$ cat config.mk
export PLATFORM = sky130hd
export DESIGN_NAME = aclk_keyscan
export DESIGN_NICKNAME = d
export VERILOG_FILES = /design/src/rtl/aclk_pkg.sv /design/src/rtl/aclk_debounce.sv /design/src/rtl/aclk_keyscan.sv
export SDC_FILE = /design/constraint.sdc
export NUM_CORES = 1
export LEC_CHECK = 0
export CAP_MARGIN = 20
export CORE_MARGIN = 2
export CORE_UTILIZATION = 35
export CTS_BUF_LIST = sky130_fd_sc_hd__clkbuf_16
export DETAILED_ROUTE_END_ITERATION = 8
export SLEW_MARGIN = 25
export SYNTH_ARGS = -nofsm -noshare
export SYNTH_HDL_FRONTEND = slang
export SYNTH_SLANG_ARGS = --single-unit
$ cat constraint.sdc
create_clock -name clk -period 10.7 [get_ports clk]
set_input_delay 1.605 -clock clk [delete_from_list [all_inputs] [get_ports clk]]
set_output_delay 1.605 -clock clk [all_outputs]
set_load 0.1 [all_outputs]
$ cat src/rtl/aclk_pkg.sv
// Shared key codes and keypad position map for the alarm-clock keypad front end.
package aclk_pkg;

  localparam logic [3:0] NOKEY    = 4'd10;
  localparam logic [3:0] KEY_STAR = 4'd11;
  localparam logic [3:0] KEY_HASH = 4'd12;

  // Index r*3+c; row-major layout 1 2 3 / 4 5 6 / 7 8 9 / * 0 #
  localparam logic [11:0][3:0] KEY_MAP = {
    KEY_HASH, 4'd0, KEY_STAR,
    4'd9, 4'd8, 4'd7,
    4'd6, 4'd5, 4'd4,
    4'd3, 4'd2, 4'd1
  };

  typedef enum logic [1:0] {Col0, Col1, Col2} col_state_e;

  // Exactly one pressed position yields its code; none or several yield NOKEY.
  function automatic logic [3:0] frame_code(input logic [11:0] press);
    logic [3:0]  code;
    int unsigned hits;
    code = NOKEY;
    hits = 0;
    for (int i = 0; i < 12; i++) begin
      if (press[i]) begin
        hits++;
        code = KEY_MAP[i];
      end
    end
    return (hits == 1) ? code : NOKEY;
  endfunction

endpackage

$ cat src/rtl/aclk_debounce.sv
// Frame-level debouncer: a frame code must repeat before it becomes the stable code.
module aclk_debounce
  import aclk_pkg::*;
#(
  parameter int unsigned DEBOUNCE_SCANS = 4
) (
  input  logic       clk,
  input  logic       reset,
  input  logic       frame_end,
  input  logic [3:0] frame_code,
  output logic [3:0] stable
);

  localparam int unsigned CntW = (DEBOUNCE_SCANS > 1) ? $clog2(DEBOUNCE_SCANS) : 1;
  localparam logic [CntW-1:0] MatchMax = CntW'(DEBOUNCE_SCANS - 1);

  logic [3:0]      cand_q, cand_d;
  logic [CntW-1:0] match_q, match_d;
  logic [3:0]      stable_q, stable_d;

  always_comb begin
    cand_d   = cand_q;
    match_d  = match_q;
    stable_d = stable_q;
    if (frame_end) begin
      if (frame_code == cand_q) begin
        if (match_q < MatchMax) begin
          match_d = match_q + 1'b1;
        end else begin
          stable_d = cand_q;
        end
      end else begin
        cand_d  = frame_code;
        match_d = '0;
      end
    end
  end

  always_ff @(posedge clk or posedge reset) begin
    if (reset) begin
      cand_q   <= NOKEY;
      match_q  <= '0;
      stable_q <= NOKEY;
    end else begin
      cand_q   <= cand_d;
      match_q  <= match_d;
      stable_q <= stable_d;
    end
  end

  assign stable = stable_q;

endmodule

$ cat src/rtl/aclk_keyscan.sv
// 4x3 keypad scanner with row synchroniser, ghost rejection and debounce.
// Optional key_strobe output is enabled by defining ACLK_KEYSCAN_STROBE_EN.
module aclk_keyscan
  import aclk_pkg::*;
#(
  parameter int unsigned SCAN_DIV       = 250,
  parameter int unsigned DEBOUNCE_SCANS = 4
) (
  input  logic       clk,
  input  logic       reset,
  input  logic [3:0] row,
  output logic [2:0] col,
  output logic [3:0] key,
  output logic       alarm_button,
  output logic       time_button
`ifdef ACLK_KEYSCAN_STROBE_EN
  ,
  output logic       key_strobe
`endif
);

  localparam int unsigned DwellW = $clog2(SCAN_DIV);
  localparam logic [DwellW-1:0] DwellMax = DwellW'(SCAN_DIV - 1);

  logic [3:0]        row_meta_q, row_s_q;
  logic [DwellW-1:0] dwell_q, dwell_d;
  col_state_e        col_idx_q, col_idx_d;
  logic [2:0]        col_q, col_d;
  logic [11:0]       press_q, press_d;
  logic [11:0]       col_hits;
  int unsigned       col_num;
  logic              frame_end;
  logic [3:0]        code;
  logic [3:0]        stable;
  logic [3:0]        key_q, key_d;
  logic              alarm_q, time_q;

  always_ff @(posedge clk or posedge reset) begin
    if (reset) begin
      row_meta_q <= 4'hF;
      row_s_q    <= 4'hF;
    end else begin
      row_meta_q <= row;
      row_s_q    <= row_meta_q;
    end
  end

  always_comb begin
    dwell_d   = dwell_q + 1'b1;
    col_idx_d = col_idx_q;
    col_d     = col_q;
    press_d   = press_q;
    frame_end = 1'b0;
    col_hits  = '0;
    col_num   = (col_idx_q == Col1) ? 1 : (col_idx_q == Col2) ? 2 : 0;
    for (int r = 0; r < 4; r++) begin
      col_hits[r*3 + col_num] = ~row_s_q[r];
    end
    if (dwell_q == DwellMax) begin
      dwell_d = '0;
      unique case (col_idx_q)
        Col0: begin
          // First sample of a frame starts a fresh press vector.
          press_d   = col_hits;
          col_idx_d = Col1;
          col_d     = 3'b101;
        end
        Col1: begin
          press_d   = press_q | col_hits;
          col_idx_d = Col2;
          col_d     = 3'b011;
        end
        Col2: begin
          press_d   = press_q | col_hits;
          frame_end = 1'b1;
          col_idx_d = Col0;
          col_d     = 3'b110;
        end
        default: begin
          press_d   = '0;
          col_idx_d = Col0;
          col_d     = 3'b110;
        end
      endcase
    end
  end

  assign code = frame_code(press_d);

  always_ff @(posedge clk or posedge reset) begin
    if (reset) begin
      dwell_q   <= '0;
      col_idx_q <= Col0;
      col_q     <= 3'b110;
      press_q   <= '0;
    end else begin
      dwell_q   <= dwell_d;
      col_idx_q <= col_idx_d;
      col_q     <= col_d;
      press_q   <= press_d;
    end
  end

  aclk_debounce #(
    .DEBOUNCE_SCANS(DEBOUNCE_SCANS)
  ) u_debounce (
    .clk       (clk),
    .reset     (reset),
    .frame_end (frame_end),
    .frame_code(code),
    .stable    (stable)
  );

  always_comb begin
    key_d = (stable <= 4'd9) ? stable : NOKEY;
  end

  always_ff @(posedge clk or posedge reset) begin
    if (reset) begin
      key_q   <= NOKEY;
      alarm_q <= 1'b0;
      time_q  <= 1'b0;
    end else begin
      key_q   <= key_d;
      alarm_q <= (stable == KEY_STAR);
      time_q  <= (stable == KEY_HASH);
    end
  end

  assign col          = col_q;
  assign key          = key_q;
  assign alarm_button = alarm_q;
  assign time_button  = time_q;

`ifdef ACLK_KEYSCAN_STROBE_EN
  logic strobe_q;

  always_ff @(posedge clk or posedge reset) begin
    if (reset) begin
      strobe_q <= 1'b0;
    end else begin
      strobe_q <= (key_d != key_q) && (key_d != NOKEY);
    end
  end

  assign key_strobe = strobe_q;
`endif

endmodule
Word level (Yosys, flattened, before mapping)
Cells that the tools add are included.
W data, S select, Z words.
Word-level totals
  memories kept: 0
  register bits: 49
  latch bits: 0
  logic and storage cells: 111
  memory bits (read-only): 0
  output and inout port bits: 9
  input bits: 6
  RAM bits: 0
Cells by class
  reduce and logical (&&, ||, !) cells: 9
  bitwise logic cells: 8
  div/mod/pow operators: 0
  multiply operators: 0
  shifts and indexed selects: 0
  equal/unequal tests: 8
  muxes and demuxes: 48
  $lt $le $gt $ge: 10
  $add $sub $neg: 16
Operators with widths (number)
  $add A32 B1 Y32 const B: 11
  $mux W32: 11
  $mux W4: 14
  $bwmux W12: 3
  $eq A32 B1 Y1 const B: 1
  $pmux W12 S2: 1
  $demux W1 S4: 4
  $and A12 B12 Y12: 1
  $mux W12: 1
  $or A12 B12 Y12: 1
  $add A8 B1 Y8 const B: 1
  $eq A4 B4 Y1 const B: 2
  $eq A8 B8 Y1 const B: 1
  $mux W2: 4
  $mux W8: 1
  $mux W1: 7
  $not A1 Y1: 6
  $pmux W3 S2: 1
  $add A4 B2 Y5 const A: 1
  $ge A5 B1 Y1 const B: 1
  $lt A2 B5 Y1 const B: 1
  $lt A3 B5 Y1 const B: 1
  $lt A4 B5 Y1 const B: 1
  $lt A5 B5 Y1 const B: 1
  18 further kinds: 22

Logic depth before layout (Yosys ltp)
  word-level depth: 42
  mapped depth: 41
  mapped depth without buffers: 41

Hierarchy
A second synthesis with hierarchy kept.
Unflattened totals
  cell total of the unflattened synthesis: 406
  area, all modules: 3971.3 µm²
Modules (own cells, without submodules)
  aclk_keyscan: seq. area each 991.0 µm², cells an instance 369, area each 3480.8 µm², instances 1
  aclk_debounce: seq. area each 255.2 µm², cells an instance 37, area each 490.5 µm², instances 1

Worst setup path before layout
No wires, ideal clock.
  path kind: reg2reg
  from: register col_idx_q[0]
  to: register u_debounce.cand_q[2]
  path slack: 1923 ps
  clock period less this slack: 8777 ps
  data required time: 10572 ps
  path buffers: 1
  setup time: 128 ps
  arrival time: 8650 ps
  cell stages (with the launch flop): 40
  cells stage by stage: dfrtp_1 > inv_1 > ha_1 > buf_2 > o21bai_1 > nor2_1 > a22o_1 > ha_1 > xor2_4 > inv_1 > ha_1 > and2_1 > or2_2 > ha_1 > o22a_1 > ha_1 > nand2_1 > nand2_1 > [4 not listed] > a2bb2oi_1 > inv_1 > ha_1 > nand2_1 > nand2_1 > ha_1 > nand2_1 > o221ai_1 > ha_1 > mux2_2 > ha_1 > or3b_1 > a211oi_2 > nand4_2 > o311a_1 > o22ai_2 > nand3_2 > mux2_1
On the way
  cells in the longest elaborated chain, start to end: 42
  elaborated cells between the ends (all ways): 78
  classes of those cells: 14 x add/sub; 8 x order compare; 4 x eq/ne; 42 x mux; 3 x bitwise; 7 x reduce/logical
RTL lines
  from (decl): line aclk_keyscan.sv:27  | col_state_e col_idx_q, col_idx_d;
  from (signal assigned): line aclk_keyscan.sv:93  | col_idx_q <= Col0;
  from (signal assigned): line aclk_keyscan.sv:98  | col_idx_q <= col_idx_d;
  $eq A2 B2 Y1: line aclk_keyscan.sv:55, aclk_keyscan.sv:61
  $mux W2 (2 in a row): line aclk_keyscan.sv:55  | col_num = (col_idx_q == Col1) ? 1 : (col_idx_q == Col2) ? 2 : 0;
  $add A2 B2 Y3 (tied with other cells): line aclk_keyscan.sv:57  | col_hits[r*3 + col_num] = ~row_s_q[r];
  $lt A3 B5 Y1 (implied by the code) (tied with other cells): line aclk_keyscan.sv:57
  $logic_and A1 B1 Y1 (implied by the code) or $mux W1 (tied branches): line aclk_keyscan.sv:57
  $mux W1 (implied by the code) or $demux W1 S4 (tied branches): line aclk_keyscan.sv:57
  $demux W1 S4 or $and A12 B12 Y12 (tied branches)
  $bwmux W12 (3 in a row): line aclk_keyscan.sv:57
  [3 not listed]
  named net press_d[0]: line aclk_keyscan.sv:29  | logic [11:0] press_q, press_d;
  [20 not listed]
  $mux W32: line aclk_pkg.sv:25  | if (press[i]) begin
  $add A32 B1 Y32: line aclk_pkg.sv:26  | hits++;
  $mux W32: line aclk_pkg.sv:25
  $eq A32 B1 Y1: line aclk_pkg.sv:30  | return (hits == 1) ? code : NOKEY;
  $mux W4 (*): line aclk_pkg.sv:30
  $eq A4 B4 Y1: line aclk_debounce.sv:26  | if (frame_code == cand_q) begin
  $not A1 Y1 (no source line)
  $reduce_and A2 Y1 (no source line)
  to (signal assigned): line aclk_debounce.sv:45  | cand_q <= cand_d;
  to (decl): line aclk_debounce.sv:17  | logic [3:0] cand_q, cand_d;
Mark *: on every way through the listed nets, which the timed path passes. The rest lies on a longest branch.
A chain may end at the register's enable or synchronous reset.

Worst setup path in the final report
  from: register col_idx_q[0]
  to: register u_debounce.stable_q[2], in the netlist u_debounce.stable[2]
On the way
  cells in the longest elaborated chain, start to end: 41
  elaborated cells between the ends (all ways): 77
  classes of those cells: 14 x add/sub; 8 x order compare; 4 x eq/ne; 42 x mux; 2 x bitwise; 7 x reduce/logical
RTL lines
  $eq A2 B2 Y1: line aclk_keyscan.sv:55, aclk_keyscan.sv:61
  $mux W2 (2 in a row): line aclk_keyscan.sv:55
  $add A2 B2 Y3 (tied with other cells): line aclk_keyscan.sv:57
  $lt A3 B5 Y1 (implied by the code) (tied with other cells): line aclk_keyscan.sv:57
  $logic_and A1 B1 Y1 (implied by the code) or $mux W1 (tied branches): line aclk_keyscan.sv:57
  $mux W1 (implied by the code) or $demux W1 S4 (tied branches): line aclk_keyscan.sv:57
  $demux W1 S4 or $and A12 B12 Y12 (tied branches)
  $bwmux W12 (3 in a row): line aclk_keyscan.sv:57
  [3 not listed]
  named net press_d[0]: line aclk_keyscan.sv:29
  [19 not listed]
  $add A32 B1 Y32: line aclk_pkg.sv:26
  $mux W32: line aclk_pkg.sv:25
  $add A32 B1 Y32: line aclk_pkg.sv:26
  $mux W32: line aclk_pkg.sv:25
  $eq A32 B1 Y1: line aclk_pkg.sv:30
  $mux W4 (*): line aclk_pkg.sv:30
  $eq A4 B4 Y1 (*): line aclk_debounce.sv:26
  $reduce_and A3 Y1 (no source line) (*)
  to (signal assigned): line aclk_debounce.sv:47  | stable_q <= stable_d;
  to (decl): line aclk_debounce.sv:19  | logic [3:0] stable_q, stable_d;
Marked as above.

==> summary.md <==
| Metric | Value |
|---|---|
| CP delay by family, top | `adder cells` |
| Crit path DAT | `approximately 9.8 ns` |
| Largest net degree at the start of global routing | `50` |
| Buf/Inv on CP | `3` |
| Layout Skew | `a little over 0.009 ns` |
| Initial core utilization | `36.4%` |
| Hold path cells | `0` |
| WP data required | `about 11 ns` |
| DR WL/cell | `between 10 and 15 um` |
| Drt total wl | `roughly 7.6 mm` |
| Aggregate global routing overflow | `0` |
| Slew margin rel. | `about a third` |
| Worst reg2reg path depth | `38` |
| Sequential element share of the synthesized area | `a little over a third` |
| Finished Cell Area | `between 4000 and 5000 um2` |
| Post-synth EDFFs | `0` |
| Worst path most repeated cell | `ha_1` |
| Worst hold endpoint | `row_s_q[1]$_DFF_PP1_` |
| Reg-to-Reg End | `u_debounce.stable[2]$_DFFE_PP0P_` |
| Area Overhead vs Synth | `12.7%` |
| Syn Area/Cell | `between 9 and 10 um2` |
| Async SR Flop Fraction | `100%` |
| Yosys top cell by area | `dfrtp_1` |
| RSZ-0062 raised after global routing | `no` |
| Port bufs | `14` |
| Ant diodes | `0` |
| Post-route clock period utilization | `90.1%` |
| Worst reg2reg startpoint | `col_idx_q[0]$_DFFE_PP0N_` |
| Crit Path Max Fanout | `12` |
| Die area | `11000 um2` |
| Final #Nets | `between 400 and 500` |
| Syn Inst Count | `380` |
| Post-DP Area | `around 3800 um2` |
| Clk_lat worst skew | `0.29 ns` |
| Outcome | `finished, final reports clean` |
| Reg clk slew, reported paths | `~0.070 ns` |
| Min Tclk post-route | `approximately 9.6 ns` |
| GPL Wtd Cong | `slightly below 0.9` |
| Vias | `between 2k and 3k` |
| Most frequent cells in the layout | `38 x nand2_1, 33 x nor2_1, 33 x dfrtp_1` |
| Synth Flop Type | `dfrtp_1` |
| Placeable Area | `9820 um2` |
| Worst path slowest cell | `o21bai_1` |
| H-tree lvl count | `2` |
| Setup slack, reg-to-reg | `1.05 ns` |
| Vias in the first global route | `2673` |
| Crit path capture type | `flop` |
| Placed cells | `about 520` |
| Setup violations, final | `0` |
| CTS tree | `built` |
| Commonest non-fill, non-tap cell in the layout | `nand2_1` |
| DPL Wire Length | `roughly 5.8 mm` |
| CTS Root Cell | `clkbuf_16` |
| Post-Synthesis Cell Area | `about 3600 um2` |
| Peak supply drop | `~53 uV` |
| Cell variety after synth | `71` |
| CP peak stage delay | `just under 0.6 ns` |
| Post-synth top area share | `between 20% and 30%` |
| Total Neg Setup Slack | `0 ns` |
| Leak Pwr | `1.75 nW` |
| Hold WC Path Type | `reg -> reg` |
| Critical Path Start | `col_idx_q[0]$_DFFE_PP0N_` |
| Placement Setup Slack | `1.11 ns` |
| Cell Rows | `36` |
| Fin. Hold Viols | `0` |
| Worst Hold Launch | `row_meta_q[1]$_DFF_PP1_` |
| First-pass GRT wire length | `13.2 mm` |
| Synth warnings | `0` |
| Main area contributors after synthesis | `dfrtp_1 23%, dfstp_2 12%, ha_1 8.4%` |
| Max Freq | `just over 100 MHz` |
| Max Slew Vio Count | `0` |
| Initial antenna violation count | `0` |
| Routed vias/inst | `about 5.3` |
| Num CTS Buffers | `5` |
| Drt pass-1 iters | `4` |
| Hold buffers post-CTS | `0` |
| Detailed router's first-iteration violation count | `around 130` |
| Setup ws final | `around 1.1 ns` |
| Die width | `about 100 um` |
| Die Ht | `roughly 100 um` |
| Share of cells above drive strength 1 | `12.9%` |
| Non-Filler Instances | `around 530` |
| Resize count post-CTS | `0` |
| Residual DRC | `0` |
| Syn_nets | `roughly 400` |
| Worst Tran Pin Value | `between 0.9 and 1 ns` |
| Setup Crit Path Kind | `reg -> reg` |
| Antenna Nets Post-Route | `0` |
| FF+latch count, synth | `between 40 and 50` |
| Kind of start point of the critical path | `flop` |
| Aggregate global-route resource usage | `14.5%` |
| Power Total | `0.374 mW` |
| I/O Pins | `15` |
| Max-cap violations | `0` |
| PwrDens | `between 90 and 100 nW/um2` |
| Deepest clock path buffer count | `2` |
| Clock sink count | `49` |
| # Post-CTS Setup Buffers | `0` |
[cells in the mapped netlist (3+ instances only)]
cell type,count
a22o_1,6
o31ai_1,3
o21bai_1,4
clkbuf_1,6
mux2i_1,6
nand4_1,3
o22ai_1,5
nand2b_1,11
dfrtp_1,33
nor3_1,9
a32oi_1,3
o221ai_1,3
xor2_1,11
nor2b_1,4
nand2_1,38
inv_1,23
nand3_1,11
o21ai_0,20
nor2_1,33
a211oi_1,4
nand3b_1,5
xnor2_1,18
ha_1,24
mux2_2,8
o21a_1,3
dfstp_2,16
a21oi_1,11
nor4_1,3
and2_1,4
[power breakdown]
part | leakage (nW) | switching [mW] | internal (mW)
Sequential | 0.613 | 0.00126 | 0.188
Clock | 0.0800 | 0.0672 | 0.111
Combinational | 1.05 | 0.00432 | 0.00241
[registers in the layout, indices dropped and copies added (netlist names), 2 cells and up]
register	cells
press_q	12
dwell_q	8
key	4
row_meta_q	4
row_s_q	4
u_debounce.cand_q	4
u_debounce.stable	4
col	3
col_idx_q	2
u_debounce.match_q	2
[through the flow]
step / hold slack (ns) / util, %
finish: 0.356 / 41.0
global route: 0.360 / 41.0
CTS: 0.357 / 40.9
detailed placement: 0.347 / 39.1
global placement: 0.347 / 39.1
floorplan: 0.345 / -
[layout make-up]
| cell class | count | area (um2) |
|---|---|---|
| clock buffer | 5 | 125 |
| sequential | 49 | 1250 |
| inverter | 25 | 95.1 |
| multi-input combinational | 297 | 2190 |
| fill | 1000 | 5800 |
| tap | 133 | 166 |
| timing repair buffer | 16 | 153 |
| clock inverter | 3 | 46.3 |
[cells by family after synthesis]
kind of cell	after synthesis	synth area share (%)
AOI/OAI and AO/OA	86	17.5
xor gates and xnor gates	35	11.2
buffers and inverters	34	3.75
muxes	15	4.52
DFF	49	34.9
and+or+nand+nor	137	19.8
adders and majority gates	24	8.41
[metal layers]
| layer | track usage [%] | vias to the layer above | wire, um |
|---|---|---|---|
| li1 | - | 1382 | - |
| met1 | 20.7 | 1351 | 3790 |
| met2 | 22.9 | 48 | 3480 |
| met3 | 2.06 | 9 | 255 |
| met4 | 3.90 | 0 | 109 |
| met5 | 0 | - | 0 |
[worst max path at each step]
stage	to	slack (ns)	cells after the start
2_1_floorplan	u_debounce.cand_q[2]$_DFFE_PP0P_	1.92	39
6_report	u_debounce.stable[2]$_DFFE_PP0P_	1.05	38
3_5_place_dp	u_debounce.stable[2]$_DFFE_PP0P_	1.11	38
4_1_cts	u_debounce.stable[2]$_DFFE_PP0P_	1.05	38
3_3_place_gp	u_debounce.cand_q[2]$_DFFE_PP0P_	1.48	38
5_1_grt	u_debounce.stable[0]$_DFFE_PP0P_	0.33	38
(Power assumes the default switching activity.)
